$ cat src/rtl/baw_game_ctrl.sv
// Black-and-white card game controller: game FSM, button edges, hands, scoring, end of game.
// Optional macro BAW_ALT_LEAD_EN enforces turn order (the loser of the last match leads).
module baw_game_ctrl #(
    parameter int NCARDS = 9,
    parameter int ROUNDS = 9,
    localparam int RW = $clog2(ROUNDS + 1),
    localparam int CW = $clog2(NCARDS + 1),
    localparam int IW = (NCARDS > 1) ? $clog2(NCARDS) : 1
) (
    input  logic              clk,
    input  logic              resetn,
    input  logic              btn_center,
    input  logic              btn_top,
    input  logic              btn_bottom,
    input  logic              btn_left,
    input  logic              btn_right,
    input  logic [NCARDS-1:0] sel,
    output logic [2:0]        state,
    output logic [RW-1:0]     round,
    output logic [RW-1:0]     p1_score,
    output logic [RW-1:0]     p2_score,
    output logic [NCARDS-1:0] p1_hand,
    output logic [NCARDS-1:0] p2_hand,
    output logic [CW-1:0]     p1_black,
    output logic [CW-1:0]     p1_white,
    output logic [CW-1:0]     p2_black,
    output logic [CW-1:0]     p2_white,
    output logic              p1_card_black,
    output logic              p2_card_black,
    output logic [NCARDS-1:0] hand_view,
    output logic [1:0]        match_result,
    output logic [1:0]        game_result,
    output logic              err
);

    typedef enum logic [2:0] {
        S_INIT    = 3'd0,
        S_RASP    = 3'd1,
        S_BAWP    = 3'd2,
        S_P1_TURN = 3'd3,
        S_P2_TURN = 3'd4,
        S_MATCH   = 3'd5,
        S_GAME    = 3'd6
    } state_t;

    state_t            r_state;
    state_t            w_next;
    logic [4:0]        r_btn_prev;
    logic [4:0]        w_btn;
    logic [4:0]        w_ev;
    logic [RW-1:0]     r_round;
    logic [RW-1:0]     r_p1_score;
    logic [RW-1:0]     r_p2_score;
    logic [NCARDS-1:0] r_p1_hand;
    logic [NCARDS-1:0] r_p2_hand;
    logic              r_p1_played;
    logic              r_p2_played;
    logic [IW-1:0]     r_p1_card;
    logic [IW-1:0]     r_p2_card;
    logic [1:0]        r_match;
    logic              r_err;

    logic              w_finish;
    logic [IW-1:0]     w_sel_idx;
    logic              w_p1_valid;
    logic              w_p2_valid;
    logic              w_p1_may;
    logic              w_p2_may;
    logic              w_reinit;
    logic              w_p1_play;
    logic              w_p2_play;
    logic              w_enter_match;
    logic              w_clear_played;
    logic              w_reject;

    // Bit order {bottom, center, top, left, right} doubles as priority order, MSB first.
    assign w_btn = {btn_bottom, btn_center, btn_top, btn_left, btn_right};
    assign w_ev  = w_btn & ~r_btn_prev;

    assign w_finish = ({1'b0, r_p1_score, 1'b0} > (RW + 2)'(ROUNDS)) ||
                      ({1'b0, r_p2_score, 1'b0} > (RW + 2)'(ROUNDS)) ||
                      (r_round == RW'(ROUNDS));

    always_comb begin
        w_sel_idx = '0;
        for (int i = 0; i < NCARDS; i++) begin
            if (sel[i]) w_sel_idx = IW'(i);
        end
    end

    assign w_p1_valid = $onehot(sel) && ((sel & r_p1_hand) != '0);
    assign w_p2_valid = $onehot(sel) && ((sel & r_p2_hand) != '0);

`ifdef BAW_ALT_LEAD_EN
    logic r_lead;

    // r_lead = 1 means P2 leads; the non-leader may only go once the leader has played.
    always_ff @(posedge clk or negedge resetn) begin
        if (!resetn) begin
            r_lead <= 1'b0;
        end else if (w_reinit) begin
            r_lead <= 1'b0;
        end else if (w_enter_match) begin
            if (r_p1_card > r_p2_card) begin
                r_lead <= 1'b1;
            end else if (r_p2_card > r_p1_card) begin
                r_lead <= 1'b0;
            end
        end
    end

    assign w_p1_may = !r_lead || r_p2_played;
    assign w_p2_may = r_lead || r_p1_played;
`else
    assign w_p1_may = 1'b1;
    assign w_p2_may = 1'b1;
`endif

    always_ff @(posedge clk or negedge resetn) begin
        if (!resetn) begin
            r_state <= S_INIT;
        end else begin
            r_state <= w_next;
        end
    end

    always_comb begin
        w_next         = r_state;
        w_reinit       = 1'b0;
        w_p1_play      = 1'b0;
        w_p2_play      = 1'b0;
        w_enter_match  = 1'b0;
        w_clear_played = 1'b0;
        w_reject       = 1'b0;
        if (w_ev[4]) begin
            if (r_state != S_INIT) w_next = S_INIT;
        end else if (w_ev[3]) begin
            if (r_state == S_INIT) begin
                w_next   = S_RASP;
                w_reinit = 1'b1;
            end else if (r_state == S_BAWP) begin
                if (r_p1_played && r_p2_played) begin
                    w_next        = S_MATCH;
                    w_enter_match = 1'b1;
                end else begin
                    w_reject = 1'b1;
                end
            end
        end else if (w_ev[2]) begin
            case (r_state)
                S_RASP: w_next = w_finish ? S_GAME : S_BAWP;
                S_P1_TURN: begin
                    if (w_p1_valid) begin
                        w_next    = S_BAWP;
                        w_p1_play = 1'b1;
                    end else begin
                        w_reject = 1'b1;
                    end
                end
                S_P2_TURN: begin
                    if (w_p2_valid) begin
                        w_next    = S_BAWP;
                        w_p2_play = 1'b1;
                    end else begin
                        w_reject = 1'b1;
                    end
                end
                default: ;
            endcase
        end else if (w_ev[1]) begin
            if (r_state == S_BAWP) begin
                if (!r_p1_played && w_p1_may) w_next = S_P1_TURN;
                else w_reject = 1'b1;
            end else if (r_state == S_MATCH) begin
                w_next         = S_RASP;
                w_clear_played = 1'b1;
            end
        end else if (w_ev[0]) begin
            if (r_state == S_BAWP) begin
                if (!r_p2_played && w_p2_may) w_next = S_P2_TURN;
                else w_reject = 1'b1;
            end
        end
    end

    always_ff @(posedge clk or negedge resetn) begin
        if (!resetn) begin
            r_btn_prev  <= '0;
            r_round     <= '0;
            r_p1_score  <= '0;
            r_p2_score  <= '0;
            r_p1_hand   <= '1;
            r_p2_hand   <= '1;
            r_p1_played <= 1'b0;
            r_p2_played <= 1'b0;
            r_p1_card   <= '0;
            r_p2_card   <= '0;
            r_match     <= 2'b00;
            r_err       <= 1'b0;
        end else begin
            r_btn_prev <= w_btn;
            r_err      <= w_reject;
            if (w_reinit) begin
                r_round     <= '0;
                r_p1_score  <= '0;
                r_p2_score  <= '0;
                r_p1_hand   <= '1;
                r_p2_hand   <= '1;
                r_p1_played <= 1'b0;
                r_p2_played <= 1'b0;
                r_p1_card   <= '0;
                r_p2_card   <= '0;
                r_match     <= 2'b00;
            end
            if (w_p1_play) begin
                r_p1_hand   <= r_p1_hand & ~sel;
                r_p1_card   <= w_sel_idx;
                r_p1_played <= 1'b1;
            end
            if (w_p2_play) begin
                r_p2_hand   <= r_p2_hand & ~sel;
                r_p2_card   <= w_sel_idx;
                r_p2_played <= 1'b1;
            end
            if (w_clear_played) begin
                r_p1_played <= 1'b0;
                r_p2_played <= 1'b0;
            end
            if (w_enter_match) begin
                if (r_round != RW'(ROUNDS)) r_round <= r_round + RW'(1);
                if (r_p1_card > r_p2_card) begin
                    r_match <= 2'b01;
                    if (r_p1_score != RW'(ROUNDS)) r_p1_score <= r_p1_score + RW'(1);
                end else if (r_p2_card > r_p1_card) begin
                    r_match <= 2'b10;
                    if (r_p2_score != RW'(ROUNDS)) r_p2_score <= r_p2_score + RW'(1);
                end else begin
                    r_match <= 2'b11;
                end
            end
        end
    end

    // Odd card values are black, so black cards sit on odd bit positions.
    always_comb begin
        p1_black = '0;
        p1_white = '0;
        p2_black = '0;
        p2_white = '0;
        for (int i = 0; i < NCARDS; i++) begin
            if ((i % 2) == 1) begin
                p1_black = p1_black + CW'(r_p1_hand[i]);
                p2_black = p2_black + CW'(r_p2_hand[i]);
            end else begin
                p1_white = p1_white + CW'(r_p1_hand[i]);
                p2_white = p2_white + CW'(r_p2_hand[i]);
            end
        end
    end

    always_comb begin
        game_result = 2'b00;
        if (w_finish) begin
            if (r_p1_score > r_p2_score) game_result = 2'b01;
            else if (r_p2_score > r_p1_score) game_result = 2'b10;
            else game_result = 2'b11;
        end
    end

    always_comb begin
        hand_view = '0;
        if (r_state == S_P1_TURN) hand_view = r_p1_hand & ~sel;
        else if (r_state == S_P2_TURN) hand_view = r_p2_hand & ~sel;
    end

    assign state         = r_state;
    assign round         = r_round;
    assign p1_score      = r_p1_score;
    assign p2_score      = r_p2_score;
    assign p1_hand       = r_p1_hand;
    assign p2_hand       = r_p2_hand;
    assign p1_card_black = r_p1_card[0];
    assign p2_card_black = r_p2_card[0];
    assign match_result  = r_match;
    assign err           = r_err;

endmodule

$ cat config.mk
export PLATFORM = sky130hd
export DESIGN_NAME = baw_game_ctrl
export DESIGN_NICKNAME = d
export VERILOG_FILES = /design/src/rtl/baw_game_ctrl.sv
export SDC_FILE = /design/constraint.sdc
export NUM_CORES = 1
export LEC_CHECK = 0
export CAP_MARGIN = 0
export CORE_MARGIN = 2
export CORE_UTILIZATION = 50
export CTS_CLUSTER_DIAMETER = 150
export DETAILED_ROUTE_END_ITERATION = 10
export PLACE_DENSITY = 0.77
export SLEW_MARGIN = 30
export SYNTH_ARGS = -nofsm -noshare
export SYNTH_HDL_FRONTEND = slang
export SYNTH_SLANG_ARGS = --single-unit
$ cat constraint.sdc
create_clock -name clk -period 5.9 [get_ports clk]
set_input_delay 1.18 -clock clk [delete_from_list [all_inputs] [get_ports clk]]
set_output_delay 1.18 -clock clk [all_outputs]
set_load 0.01 [all_outputs]
**Word level (Yosys, flattened, before mapping)**

Index checks and enable logic that the tools add are counted.

- Register bits after elaboration: 51
- Output and inout bits: 65
- Logic and storage cells: 184

- $add $sub $neg: 25
- Order comparisons: 6
- Equal/unequal tests: 18
- Mux-type cells: 97
- Bitwise gates (word level): 7
- Reduce and logical (&&, ||, !) cells: 18

Operators by type and width:

| operator | count |
|---|---|
| $mux W4 | 18 |
| $mux W3 | 19 |
| $mux W1 | 46 |
| $mux W9 | 5 |
| $and A9 B9 Y9 | 4 |
| $reduce_bool A9 Y1 | 2 |
| $add A1 B1 Y2 | 8 |
| $add A3 B1 Y4 | 4 |
| $gt A4 B4 Y1 | 4 |
| $ne A5 B5 Y1 const B | 3 |
| $reduce_bool A5 Y1 | 3 |
| $mux W2 | 7 |
| $add A2 B1 Y3 | 4 |
| $add A4 B1 Y4 | 3 |
| $add A4 B1 Y4 const B | 3 |
| $ne A4 B4 Y1 const B | 3 |
| $reduce_and A11 Y1 | 1 |
| $gt A5 B4 Y1 const B | 2 |
| $not A9 Y9 | 1 |
| $pmux W3 S3 | 1 |
| $reduce_bool A3 Y1 | 3 |
| $ne A4 B1 Y1 const B | 2 |
| $add A2 B2 Y3 | 2 |
| $eq A3 B2 Y1 const B | 2 |
| 15 further kinds | 21 |

**Logic depth before layout (Yosys ltp)**

Gate-level depths: netlist of run 1.

- Word-level depth: 13
- Mapped depth: 15
- Gate-level depth less buffers: 13

**Least setup slack after synthesis of run 1**

OpenSTA, ideal clock, no wires.

- Kind: input-to-reg
- From: input port sel[0]
- To: register r_state[0] (netlist: state[0])
- Library setup time: 0.121 ns
- Arrival: 4.706 ns
- Data required time: 5.779 ns
- Slack: 1.073 ns
- Stages on the path: 12
- Buffers on the path: 0
- Cells stage by stage: inv_1 fa_1 fa_1 fa_1 fa_1 fa_1 nand3b_1 o41ai_1 o22ai_1 a221oi_2 o21ai_1 a22o_1

- Cells in the longest elaborated chain, start to end: 8
- Elaborated cells on any way between the ends: 14
- Those cells by class: 4 x add/sub; 3 x eq/ne; 2 x bitwise; 5 x reduce/logical

RTL lines:

| element | RTL line | RTL |
|---|---|---|
| start, declared | 17 | `input logic [NCARDS-1:0] sel,` |
| $add A1 B1 Y2 (not written as such) | 91, 92 |  |
| $add A2 B2 Y3 (not written as such) | 91, 92 |  |
| $add A3 B3 Y4 (not written as such) | 91, 92 |  |
| $add A4 B1 Y4 (not written as such) | 91, 92 |  |
| $eq A4 B1 Y1 | 91, 92 |  |
| $logic_and A1 B1 Y1 (on tied branches) | 92, 91 |  |
| $ne A5 B5 Y1 (no source line) | - |  |
| $reduce_and A11 Y1 (no source line) (*) | - |  |
| end signal, assigned | 123 | `r_state <= w_next;` |
| end, declared | 46 | `state_t r_state;` |

Mark *: on every way between the ends. The rest lies on a longest branch, timed or not.
A chain may end at the register's enable or synchronous reset.

**Worst setup path after layout of run 1**

- From: input port sel[0]
- To: register r_p1_hand[7] (netlist: p1_hand[7])

- Cells in the longest elaborated chain, start to end: 12
- Elaborated cells on any way between the ends: 15
- Those cells by class: 4 x add/sub; 1 x eq/ne; 6 x mux; 1 x bitwise; 3 x reduce/logical

RTL lines:

| element | RTL line | RTL |
|---|---|---|
| $add A1 B1 Y2 (not written as such) | 91 | `assign w_p1_valid = $onehot(sel) && ((sel & r_p1_hand) != '0);` |
| $add A2 B2 Y3 (not written as such) | 91 |  |
| $add A3 B3 Y4 (not written as such) | 91 |  |
| $add A4 B1 Y4 (not written as such) | 91 |  |
| $eq A4 B1 Y1 | 91 |  |
| $logic_and A1 B1 Y1 (*) | 91 |  |
| $mux W1 (*) | 153 | `if (w_p1_valid) begin` |
| $mux W1 (*) | 150 | `case (r_state)` |
| $mux W1 (*) | 149 | `end else if (w_ev[2]) begin` |
| $mux W1 (*) | 137 | `end else if (w_ev[3]) begin` |
| $mux W1 (*) | 135 | `if (w_ev[4]) begin` |
| $mux W9 / $reduce_bool A2 Y1 (equally long branches) | - |  |
| end signal, assigned | 216 | `r_p1_hand <= r_p1_hand & ~sel;` |
| end, declared | 54 | `logic [NCARDS-1:0] r_p1_hand;` |

Marks and branches as above.

==> metrics.cfg, run 1 <==
[yosys]
synth_area_leaders=dfrtp_1 24%, dfstp_2 14%, ha_1 8.9%, fa_1 6.5%, a22oi_1 4.2%
yosys.area.top_type_share=0.244
synth.largest_area_cell=dfrtp_1
syn_area_per_cell_um2=9.39
synthFlopType=dfrtp_1
async_flop_share=1.00
synth_edf_count=0
ys_seq_elements=51
synth_cell_types=55
syn_inst=361
ys_seq_area_frac=0.383
yosys_warnings=0
netlist_area_mm2=0.00339

[sta]
setup_ws_ns=0.563
period_share=0.905
skew_ns=0.00887
max_slew_margin=0.460
fmaxAchievable_mhz=187
final.min_clock_period_ns=5.34
setup_violations=0
timing_worst_slew_pin_value_ns=0.803
rsz0062_at_grt=false
hold_violations=0
slew_violations=0
finalSetupTns_ns=0

[detailed_routing]
remaining_drc_errors=0
viasPerCell=5.90
wirelength_mm=8.48
vias=3061
drt-initial-drc-count=165
post_drt_wl_per_cell_um=16.3
first_pass_iters=5
ant_nets=0

[placement]
gp_congestion=0.837
dp_slack_ns=0.233
place.port_buffers=76
dpl.cell_count=511
dp_hpwl_mm=6.27

[final_layout]
fillCellCount=570
syn_to_final_growth_pct=27.8
finalNonFillerCells=519
drive_gt1_frac=0.103
antenna_cells=0
layout_commonest_cell=clkdlybuf4s50_1
nNetsFinal=489
final_cell_mix=75 x clkdlybuf4s50_1, 37 x inv_1, 34 x nand2_1

[floorplan]
num_rows=30
core_area_mm2=0.00668
dieArea_mm2=0.00745
fp.dieH_um=86.3
dieWidth_um=86.3
start_util=0.507
ios=81

[worst_setup_path]
r2r_slack_ns=3.69
cp.required_ns=6.12
end_kind=flip-flop
worstPathArrival_ns=5.56
path_class=in2reg
path_max_fanout=11
timing.rr.end=state[2]
critPathLaunchType=input pin
rr_worst_depth=6
r2r_start=state[0]

[min_path]
hp-start=round[3]
hold_class=reg2reg
whs_endpoint=round[3]
holdPathStages=1

[cts]
clk_pin_slew_ns=0.11
cts_sinks=51
cts_made_buffers=5
ctsHoldBuffers=0
tritoncts=built
cts_setup_buffers=0
cts_max_level=2
ctsLongestPathBuffers=2
cts-root-buf=clkbuf_8
cts_resized=0
clock_latency_ns=0.31

[grt]
antenna_found_initial=0
grt.total_usage=0.237
grt_overflow=0
grt_pass1_vias=3015
grt_pass1_wl_mm=14.2
grt_max_degree=52

[power]
power_density_mw_per_mm2=235
p_total_mw=1.02
p_leak_nw=1.90
ir_worst_vdd_uv=139

[run]
drv_cap=0

[outcome]
status=finished, final reports clean

==> synth_stat cells (2+ instances only) <==
master and n:
o211a_1 2, dfstp_2 18, a22oi_1 19, nand3b_1 2, nor4_1 2, clkbuf_1 7, nand2_1 34, buf_2 4
nand3_1 14, nand2b_1 6, a222oi_1 2, a32o_1 3, ha_1 24, o21ai_1 3, o22ai_1 3, nor3_1 3
buf_4 4, xnor2_1 2, mux2i_1 7, a22o_1 3, o21ai_0 17, a31oi_1 2, inv_1 37, nor2b_1 9
a211oi_1 2, nor2_1 32, a21oi_1 18, fa_1 11, dfrtp_1 33, o31ai_1 3, and3b_1 2, o21a_1 5
nand4_1 4, and3_1 3
==> through the flow <==
step | cell area [µm²] | hold WS (ns) | util
2_1_floorplan | 3400 | 0.471 | -
3_3_place_gp | 4230 | 0.486 | 0.633
3_5_place_dp | 4230 | 0.507 | 0.633
4_1_cts | 4320 | 0.526 | 0.647
5_1_grt | 4330 | 0.533 | 0.648
6_report | 4330 | 0.520 | 0.648
==> kinds of logic (layout without fill, tap and decap cells) <==
| group | Yosys count | after routing | share of synthesized area |
|---|---|---|---|
| flip-flops | 51 | 51 | 0.383 |
| adder cells (fa/ha/maj) | 35 | 35 | 0.154 |
| XOR/XNOR | 2 | 2 | 0.00517 |
| other | 1 | 4 | 0.00111 |
| AO/OA/AOI/OAI | 91 | 91 | 0.185 |
| buffers and inverters | 53 | 128 | 0.0646 |
| AND/OR/NAND/NOR | 120 | 120 | 0.183 |
| multiplexers | 8 | 8 | 0.0240 |
==> critical path: stages <==
cell,delay (ns)
clkdlybuf4s50_1,0.47
inv_1,0.06
fa_1,0.57
fa_1,0.43
fa_1,0.46
fa_1,0.42
fa_1,0.53
nand3b_1,0.08
o41ai_1,0.37
nor2b_1,0.25
o211a_1,0.46
buf_4,0.21
a22oi_1,0.07
==> worst max-delay path by stage <==
stage | depth (start not counted) | to | startpoint
after floorplan | 12 | state[0] | sel[0]
after global placement | 13 | p1_hand[1] | sel[0]
after detailed placement | 13 | p1_hand[7] | sel[0]
after CTS | 13 | p1_hand[7] | sel[0]
after global routing | 13 | p1_hand[3] | sel[0]
final | 13 | p1_hand[7] | sel[0]
==> final cells by class <==
class	instances	area, µm²	area share
multi-input cells	260	1890	0.436
repair buffers	83	808	0.187
inverters	37	139	0.0321
well taps	80	100	0.0231
flip-flops and latches	51	1300	0.300
clock inverters	3	26.3	0.00607
clock buffers	5	68.8	0.0159
==> power breakdown <==
part           internal [mW]  switching [mW]
logic                  0.184           0.194
registers              0.378          0.0412
clock network         0.0876           0.131
==> state kept, by name, summed over array words and instances, names as in the netlist <==
signal	flops
p2_hand	9
r_p2_card	4
r_p1_card	4
state	3
p2_score	4
r_p2_played	1
err	1
r_btn_prev	5
p1_hand	9
r_p1_played	1
match_result	2
p1_score	4
round	4
==> per-layer routing <==
| metal | vias to the layer above | share of wire | track usage |
|---|---|---|---|
| li1 | 1417 | - | - |
| met1 | 1476 | 0.42 | 0.315 |
| met2 | 147 | 0.49 | 0.388 |
| met3 | 21 | 0.065 | 0.0448 |
| met4 | 0 | 0.028 | 0.0838 |
| met5 | - | 0 | 0 |
Note: power is estimated with default switching activity, not from simulation.
==> inputs of run 2 (changes only) <==
--- a/config.mk
+++ b/config.mk
@@ -12,5 +12,4 @@
 export DETAILED_ROUTE_END_ITERATION = 10
 export PLACE_DENSITY = 0.77
-export SLEW_MARGIN = 30
 export SYNTH_ARGS = -nofsm -noshare
 export SYNTH_HDL_FRONTEND = slang
==> constraint.sdc (replaced) <==
create_clock -name clk -period 5.9 [get_ports clk]
set_input_delay 0.59 -clock clk [delete_from_list [all_inputs] [get_ports clk]]
set_output_delay 0.59 -clock clk [all_outputs]
set_load 0.01 [all_outputs]
==> run 2 against run 1 <==
  * Setup slack gained 0.34 ns
  * Fmax grew 6.8%
  * Final area shrank 0.26%
  * Routed wire length shrank 2.1%
  * Final cell count shrank 1.2%
  * Flip-flop and latch count is the same
  * First-iteration DRC count shrank 22%
  * Die area is the same
  * Sequential share of layout area grew 0.078 points
  * Via count shrank 4.4%
  * Critical path depth shrank 1
  * Sequential power is essentially flat
  * Highest routed layer unchanged
==> metrics.cfg, run 2 (same netlist as run 1, synthesis figures left out) <==
[grt]
met2_usage=0.390
grt_overflow=0
antenna_found_initial=0
grt_util_met1=0.296
grt.busiest_layer=met2
grt_pass1_wl_mm=13.7
grt_max_degree=52
grt.total_usage=0.227
grt_pass1_vias=2940
met3_usage=0.0352

[power]
power_density_mw_per_mm2=251
internal_power_mw=0.729
pwr-share-clk=0.267
ir_worst_vdd_uv=130
p_leak_nw=1.88
p_total_mw=1.08
pwr-share-seq=0.387
combPwrFrac=0.346
power.net_switching_mw=0.353
swShare=0.326

[detailed_routing]
vias=2926
first_pass_iters=5
wirelength_mm=8.30
drt-initial-drc-count=128
ant_nets=0
post_drt_wl_per_cell_um=16.2
viasPerCell=5.70
remaining_drc_errors=0

[min_path]
hold_class=in2async

[final_layout]
final_cell_mix=75 x clkdlybuf4s50_1, 37 x inv_1, 34 x nand2_1
nNetsFinal=483
drive_gt1_frac=0.0855
layout_commonest_cell=clkdlybuf4s50_1
syn_to_final_growth_pct=27.5
design_area_mm2=0.00432
antenna_cells=0
finalNonFillerCells=513

[worst_setup_path]
crit_end=r_p1_card[0]
cp.required_ns=6.14
slowest_stage=clkdlybuf4s50_1
crit_top_cell=fa_1
r2r_start=state[1]
worstPathArrival_ns=5.23
path_cells=clkdlybuf4s50_1, inv_1, fa_1, fa_1, fa_1, fa_1, fa_1, nand3b_1, o41ai_1, nor2b_1, o211a_1, mux2i_1
critPathMaxStageDelay_ns=0.59
cp-startpoint=sel[1]
end_kind=flip-flop
r2r_slack_ns=3.47
path_class=in2reg
path_max_fanout=14
critPathLaunchType=input pin
timing.rr.end=r_p2_card[0]
rr_worst_depth=5

[placement]
dp_hpwl_mm=6.05
placed_cell_area_mm2=0.00418
dpl.cell_count=505
gp_congestion=0.869
place.port_buffers=76

[cts]
clk_pin_slew_ns=0.10
cts-root-buf=clkbuf_8
cts_sinks=51
cts_setup_buffers=0
tritoncts=built
ctsHoldBuffers=0
cts_made_buffers=5
cts_resized=0
cts_max_level=2
clock_latency_ns=0.31
ctsLongestPathBuffers=2

[sta]
max_slew_margin=0.286
slew_violations=0
timing_worst_slew_pin_value_ns=1.07
fmaxAchievable_mhz=200
hold_violations=0
finalSetupTns_ns=0
final.min_clock_period_ns=5.00
setup_violations=0
skew_ns=0.00892
rsz0062_at_grt=false
period_share=0.847

[floorplan]
dieWidth_um=86.3
dieArea_mm2=0.00745
num_rows=30
ios=81
start_util=0.507
fp.dieH_um=86.3
core_area_mm2=0.00668

[run]
drv_cap=0

[outcome]
status=finished, final reports clean

-- run 2: changes by cell type in the layout (fill, tap and decap cells not counted), sizes merged --
cell,before,now
bufinv,0,2
buf,8,2
clkinv,1,0
inv,39,37
clkinvlp,0,1
-- run 2: area by class of cell --
class / count / area, µm²
flip-flops and latches: 51 / 1300
clock inverters: 3 / 67.6
clock buffers: 5 / 68.8
multi-input cells: 260 / 1880
well taps: 80 / 100
fillers: 547 / 2360
repair buffers: 77 / 763
inverters: 37 / 139
-- run 2: metal layers --
metal  routed length (µm)  vias up
li1                     -     1407
met5                    0        -
met4                  172        0
met2                 4060      109
met1                 3530     1396
met3                  538       14
-- run 2: critical path: cells and delay by family --
| family | cells | cell delay, ns |
|---|---|---|
| compound gates | 2 | 0.93 |
| mux | 1 | 0.25 |
| simple gates | 2 | 0.36 |
| fa+ha+maj | 5 | 2.39 |
| buf+inv | 2 | 0.70 |
-- run 2: how the worst min path moves through the flow --
stage / from / endpoint / slack [ns] / cells past startpoint
global placement: r_p2_card[1] / r_p2_card[1] / 0.49 / 2
global route: resetn / r_btn_prev[3] / 0.44 / 2
detailed placement: r_p2_card[1] / r_p2_card[1] / 0.50 / 2
finish: resetn / r_btn_prev[2] / 0.38 / 2
CTS: resetn / r_btn_prev[2] / 0.41 / 2
floorplan: resetn / err / 0.29 / 0
-- run 2: metrics by stage --
step                      setup slack, ns  hold WS (ns)  utilization
after floorplan                      1.66         0.294            -
after global placement              0.826         0.491        0.626
after detailed placement            0.610         0.500        0.626
after CTS                           0.980         0.410        0.646
after global routing                0.663         0.445        0.646
final                               0.905         0.384        0.646
-- run 2: power groups by stage --
stage | Clock, mW | Sequential [mW] | Combinational [mW]
global placement | 0 | 0.423 | 0.362
finish | 0.289 | 0.419 | 0.374
floorplan | 0 | 0.417 | 0.221
detailed placement | 0 | 0.425 | 0.372
CTS | 0.294 | 0.419 | 0.374
global route | 0.306 | 0.423 | 0.410
